**src/rtl/lsu_axi_gpio_bridge.sv**
```systemverilog
// AXI4 write-only slave that lets the core LSU drive a 32-bit GPIO output/enable pair.
// One outstanding burst; only single-beat writes to the page base are applied.

module lsu_axi_gpio_lane #(
  parameter logic [7:0] OUT_RST = 8'h00,
  parameter logic [7:0] OEB_RST = 8'hFF
) (
  input  logic       i_clk,
  input  logic       i_rst,
  input  logic       i_we,
  input  logic       i_se_out,
  input  logic       i_se_oeb,
  input  logic [7:0] i_d_out,
  input  logic [7:0] i_d_oeb,
  output logic [7:0] o_out,
  output logic [7:0] o_oeb
);
  always_ff @(posedge i_clk or posedge i_rst) begin
    if (i_rst) begin
      o_out <= OUT_RST;
      o_oeb <= OEB_RST;
    end else if (i_we) begin
      if (i_se_out) o_out <= i_d_out;
      if (i_se_oeb) o_oeb <= i_d_oeb;
    end
  end
endmodule

module lsu_axi_gpio_bridge #(
  parameter logic [31:0] BASE_ADDR = 32'hD000_0000,
  parameter logic [31:0] OUT_RST   = 32'h0000_0000,
  parameter logic [31:0] OEB_RST   = 32'hFFFF_FFFF
) (
  input  logic        wb_clk_i,
  input  logic        wb_rst_i,
  input  logic        awvalid,
  output logic        awready,
  input  logic [2:0]  awid,
  input  logic [31:0] awaddr,
  input  logic [7:0]  awlen,
  input  logic        wvalid,
  output logic        wready,
  input  logic [63:0] wdata,
  input  logic [7:0]  wstrb,
  input  logic        wlast,
  output logic        bvalid,
  input  logic        bready,
  output logic [2:0]  bid,
  output logic [1:0]  bresp,
  output logic [31:0] gpio_out,
  output logic [31:0] gpio_oeb,
  output logic        wr_pulse
);
  localparam int NUM_LANES = 4;

  typedef enum logic [1:0] {S_IDLE, S_DATA, S_RESP} state_t;

  state_t      r_state;
  logic [2:0]  r_id;
  logic [7:0]  r_len;
  logic [7:0]  r_cnt;
  logic        r_err;

  logic        w_dec_ok;
  logic        w_beat;
  logic        w_last_beat;
  logic        w_wr;
  logic [NUM_LANES-1:0][7:0] w_out;
  logic [NUM_LANES-1:0][7:0] w_oeb;

  // Only a single beat to the first doubleword of the page is a legal register write.
  assign w_dec_ok    = ((awaddr & 32'hFFFF_F000) == (BASE_ADDR & 32'hFFFF_F000)) &&
                       ((awaddr & 32'h0000_0FF8) == 32'h0) && (awlen == 8'd0);
  assign w_beat      = wvalid & wready;
  assign w_last_beat = w_beat && (r_cnt == r_len);
  assign w_wr        = w_last_beat && !r_err && wlast;

  for (genvar k = 0; k < NUM_LANES; k++) begin : g_lane
    lsu_axi_gpio_lane #(
      .OUT_RST(OUT_RST[8*k +: 8]),
      .OEB_RST(OEB_RST[8*k +: 8])
    ) u_lane (
      .i_clk   (wb_clk_i),
      .i_rst   (wb_rst_i),
      .i_we    (w_wr),
      .i_se_out(wstrb[k]),
      .i_se_oeb(wstrb[k+NUM_LANES]),
      .i_d_out (wdata[8*k +: 8]),
      .i_d_oeb (wdata[32 + 8*k +: 8]),
      .o_out   (w_out[k]),
      .o_oeb   (w_oeb[k])
    );
  end

  assign gpio_out = w_out;
  assign gpio_oeb = w_oeb;

  always_ff @(posedge wb_clk_i or posedge wb_rst_i) begin
    if (wb_rst_i) begin
      r_state  <= S_IDLE;
      awready  <= 1'b1;
      wready   <= 1'b0;
      bvalid   <= 1'b0;
      bid      <= 3'd0;
      bresp    <= 2'b00;
      wr_pulse <= 1'b0;
      r_id     <= 3'd0;
      r_len    <= 8'd0;
      r_cnt    <= 8'd0;
      r_err    <= 1'b0;
    end else begin
      wr_pulse <= w_wr && (wstrb != 8'h00);
      case (r_state)
        S_IDLE: if (awvalid) begin
          r_id    <= awid;
          r_len   <= awlen;
          r_cnt   <= 8'd0;
          r_err   <= !w_dec_ok;
          awready <= 1'b0;
          wready  <= 1'b1;
          r_state <= S_DATA;
        end
        S_DATA: if (w_last_beat) begin
          wready  <= 1'b0;
          bvalid  <= 1'b1;
          bid     <= r_id;
          bresp   <= (r_err || !wlast) ? 2'b10 : 2'b00;
          r_state <= S_RESP;
        end else if (w_beat) begin
          // Burst length comes from awlen alone; an early wlast only taints the response.
          r_cnt <= r_cnt + 8'd1;
          if (wlast) r_err <= 1'b1;
        end
        S_RESP: if (bready) begin
          bvalid  <= 1'b0;
          awready <= 1'b1;
          r_state <= S_IDLE;
        end
        default: begin
          awready <= 1'b1;
          wready  <= 1'b0;
          bvalid  <= 1'b0;
          r_state <= S_IDLE;
        end
      endcase
    end
  end
endmodule

```
**config.mk**
```make
export PLATFORM = sky130hd
export DESIGN_NAME = lsu_axi_gpio_bridge
export DESIGN_NICKNAME = d
export VERILOG_FILES = /design/src/rtl/lsu_axi_gpio_bridge.sv
export SDC_FILE = /design/constraint.sdc
export NUM_CORES = 1
export LEC_CHECK = 0
export BUFFER_PORTS_ARGS = -buffer_cell sky130_fd_sc_hd__buf_2
export CAP_MARGIN = 10
export CORE_MARGIN = 2
export CORE_UTILIZATION = 42
export DETAILED_ROUTE_END_ITERATION = 7
export GPL_TIMING_DRIVEN = 0
export HOLD_SLACK_MARGIN = 0.08
export PLACE_DENSITY = 0.77
export SETUP_SLACK_MARGIN = 0.2
export SYNTH_ARGS = -nofsm -noshare
export SYNTH_HDL_FRONTEND = slang
export SYNTH_SLANG_ARGS = --single-unit
```
**constraint.sdc**
```tcl
create_clock -name wb_clk_i -period 3.21 [get_ports wb_clk_i]
set_input_delay 0.8025 -clock wb_clk_i [delete_from_list [all_inputs] [get_ports wb_clk_i]]
set_output_delay 0.8025 -clock wb_clk_i [all_outputs]
set_load 0.005 [all_outputs]
```
==> summary.md <==
| Metric | Value |
|---|---|
| Status | `finished, final reports clean` |
| Die H | `102 um` |
| Worst Setup Path Type | `flop to flop` |
| Crit path from | `r_state[0]$_DFFE_PP0P_` |
| Core area | `9280 sq um` |
| Post-DP Area | `between 5000 and 6000 sq um` |
| Clk pin slew, worst setup/hold paths | `roughly 0.090 ns` |
| Flop pwr share | `51.9%` |
| Slew headroom | `52.1%` |
| R2r startpoint | `r_state[0]$_DFFE_PP0P_` |
| WL per Instance | `15.0 um` |
| Synthesized Nets | `roughly 400` |
| CP Buf/Inv Count | `1` |
| Post-synthesis register bit count | `94` |
| Multi-input gate area | `~1600 sq um` |
| Final Slew Violations | `0` |
| Final hold vios | `0` |
| Initial antenna violation count | `0` |
| Max-Cap Viols | `0` |
| Fin crit period | `2.17 ns` |
| Critical Path RT | `3.45 ns` |
| Number of port buffers | `189` |
| DRT antenna net count | `0` |
| Combinational share of power | `20.7%` |
| CP Capture Type | `flop` |
| RSZ-0062 raised after global routing | `false` |
| Remaining DRCs | `0` |
| Initial Util | `43.3%` |
| Vias in the first global route | `3093` |
| Simple-gate share of the synthesized area | `10.6%` |
| Worst EP arrival | `2.42 ns` |
| Combinational family with the most area after synthesis | `multiplexers` |
| GRT Util Overall | `~18%` |
| Post-Syn Area per Cell | `14.4 sq um` |
| Clock latency at the later pin of the worst-skew pair | `between 0.3 and 0.4 ns` |
| Fraction of power spent switching nets | `around 28%` |
| Seq/Total Area, Yosys | `59.5%` |
| Post-CTS sizing | `0` |
| Slowest CP cell | `dfrtp_1` |
| TritonCTS clock tree | `done` |
| Initial DRC count | `56` |
| Final Non-Filler Cells | `approximately 620` |
| Row Count | `35` |
| CTS sink count | `94` |
| Fmax achieved | `460 MHz` |
| Finished Cell Area | `about 5400 sq um` |
| CP Cell Sequence | `nor2b_1 -> clkbuf_1 -> nand3_1 -> o21ba_2 -> a221o_1` |
| Layout Skew | `0.0124 ns` |
| Via density | `4.91` |
| Routed Wire Length | `just over 9000 um` |
| Die X | `between 100 and 150 um` |
| Area share of fa/ha/maj cells after synthesis | `less than 1%` |
| Startpoint Class | `flop` |
| Yosys warns | `0` |
| Psw | `790 uW` |
| Number of synthesized flops with an enable pin | `0` |
| Critical Path Max Stage Delay | `0.47 ns` |
| Leading register cell type out of synthesis | `dfrtp_1` |
| Dpl hpwl | `just over 7000 um` |
| # placed instances | `600` |
| Setup TNS | `0 ns` |
| First-pass GRT wire length | `14600 um` |
| Synth Area in Compound Gates | `3.95%` |
| Drt first pass iters | `4` |
| ANT cells | `0` |
| Delay-heaviest family, CP | `compound AO/OA/AOI/OAI gates` |
| Worst hold start | `bresp[1]$_DFFE_PP0P_` |
| Pleak | `0.00280 uW` |
| DR vias | `3018` |
| Post-Synth XOR/XNOR Area | `1.74%` |
| Layout cells sized above 1 | `68.1%` |
| Peak supply drop | `roughly 280 uV` |
| Gr ovfl total | `0` |
| Clock root cell | `clkbuf_8` |
| Post-Syn Area | `4020 sq um` |
| Largest net degree at the start of global routing | `40` |
| # IOs | `194` |
| Final worst path period share | `67.7%` |
| H-Tree Depth | `3` |
| Power per cell area | `roughly 520 nW/um^2` |
| Synthesis-to-finish area growth | `33.3%` |
| Worst-margin pin slew | `0.718 ns` |
| RePlAce Congestion | `0.835` |
| Internal Power | `2000 uW` |
| Clock power frac | `between 20% and 30%` |
| Fill count | `~800` |
| FF/Latch Area | `2390 sq um` |
| Clock Tree Buf Depth | `2` |
| TritonCTS Buffers | `9` |
| Layout net count | `604` |
| Worst Path Max Fanout | `9` |
| Mux cell area share after synthesis | `22.4%` |
| Setup Buffers After CTS | `0` |
| Final setup violation count | `0` |
| Hold_buf cts | `0` |
| Die ar. | `10400 sq um` |
| Async SR Flop Fraction | `100%` |
| Cells after synthesis | `280` |
| Distinct cells, synth | `40` |
| Hold/Removal Path Class | `flop to flop` |
-- cells in the final DEF (no fill, tap or decap), types with 7 or more instances in the layout --
cell and n:
dfstp_2 33, buf_2 190, dfrtp_1 61, xor2_1 7, clkbuf_8 9, nand2_1 8
mux2_2 75, nand3_1 10, nor4_1 9
-- cell type report --
cell class,instances,share of cell area [%]
flip-flops and latches,94,44.6
multi-input cells,176,29.3
repair buffers,191,18.4
well taps,129,3.01
clock buffers,10,2.38
clock inverters,5,1.12
plain buffers,8,0.957
inverters,2,0.210
-- per-stage QoR --
stage	util, %	setup slack (ns)	hold WS, ns	power [uW]
after floorplan	-	1.12	0.469	1830
after global placement	55.3	0.682	0.462	2010
after detailed placement	55.7	0.648	0.474	2050
after CTS	57.8	1.01	0.495	2820
after global routing	57.8	0.885	0.525	2960
final	57.8	1.04	0.492	2790
-- path summary, 6_finish.rpt --
| kind | endpoint | cells past startpoint | slack [ns] |
|---|---|---|---|
| setup / recovery | r_cnt[2]$_DFFE_PP0P_ | 5 | 1.04 |
| hold / removal | bresp[1]$_DFFE_PP0P_ | 2 | 0.49 |
| setup reg to reg | r_cnt[2]$_DFFE_PP0P_ | 5 | 1.04 |
| hold reg to reg | bresp[1]$_DFFE_PP0P_ | 2 | 0.49 |
| max in group asynchronous | g_lane[0].u_lane.o_oeb[2]$_DFFE_PP1P_ | 4 | 1.85 |
| min in group asynchronous | g_lane[2].u_lane.o_out[3]$_DFFE_PP0P_ | 2 | 0.50 |
-- worst min-delay path, stage by stage (launching register included) --
cell and delay (ns):
dfrtp_1 0.35, nand2_1 0.05, o21ai_0 0.06
-- power by group through the flow --
stage	registers, uW	clock network [uW]	logic, uW
5_1_grt	1470	845	641
4_1_cts	1450	788	582
3_5_place_dp	1470	0	581
6_report	1450	766	576
3_3_place_gp	1460	0	545
2_1_floorplan	1440	0	390
-- kinds of logic (layout without fill, tap and decap cells) --
logic type | count (synthesis) | in the layout
muxes | 80 | 80
buffers and inverters | 10 | 216
adders and majority gates | 1 | 1
xor gates and xnor gates | 8 | 8
DFF | 94 | 94
other | 1 | 1
AOI/OAI and AO/OA | 21 | 21
and+or+nand+nor | 65 | 65
-- sequential cells by signal, indices dropped and copies added (netlist names) --
| name | cells |
|---|---|
| wready | 1 |
| awready | 1 |
| r_state | 2 |
| r_err | 1 |
| wr_pulse | 1 |
| bvalid | 1 |
| r_cnt | 8 |
| g_lane.u_lane.o_out | 32 |
| r_id | 3 |
| g_lane.u_lane.o_oeb | 32 |
| bid | 3 |
| r_len | 8 |
| bresp | 1 |
-- synth_stat cells (3+ instances only) --
master    n  share of area (%)
and3_1    3               0.47
nor2b_1   6               0.93
o41ai_1   5                1.1
nand3_2   6                1.5
mux2_1    5                1.4
dfrtp_1  61                 38
xor2_1    7                1.5
a21o_1    6                1.1
a21oi_1   3               0.37
nor4_1    9                1.4
nand2_1   8               0.75
dfstp_2  33                 22
nor2_1    6               0.56
nand4_1   5               0.78
nand3_1  10                1.2
mux2_2   75                 21
-- layer usage --
| layer | global-route usage [%] | vias to the layer above | routed length, um |
|---|---|---|---|
| met4 | 5.95 | 0 | 80 |
| met2 | 30.8 | 141 | 4720 |
| met1 | 22.3 | 1442 | 3690 |
| met3 | 4.72 | 10 | 704 |
| li1 | - | 1425 | - |
| met5 | 0 | - | 0 |
No activity file was read; power rests on OpenSTA's default activity.
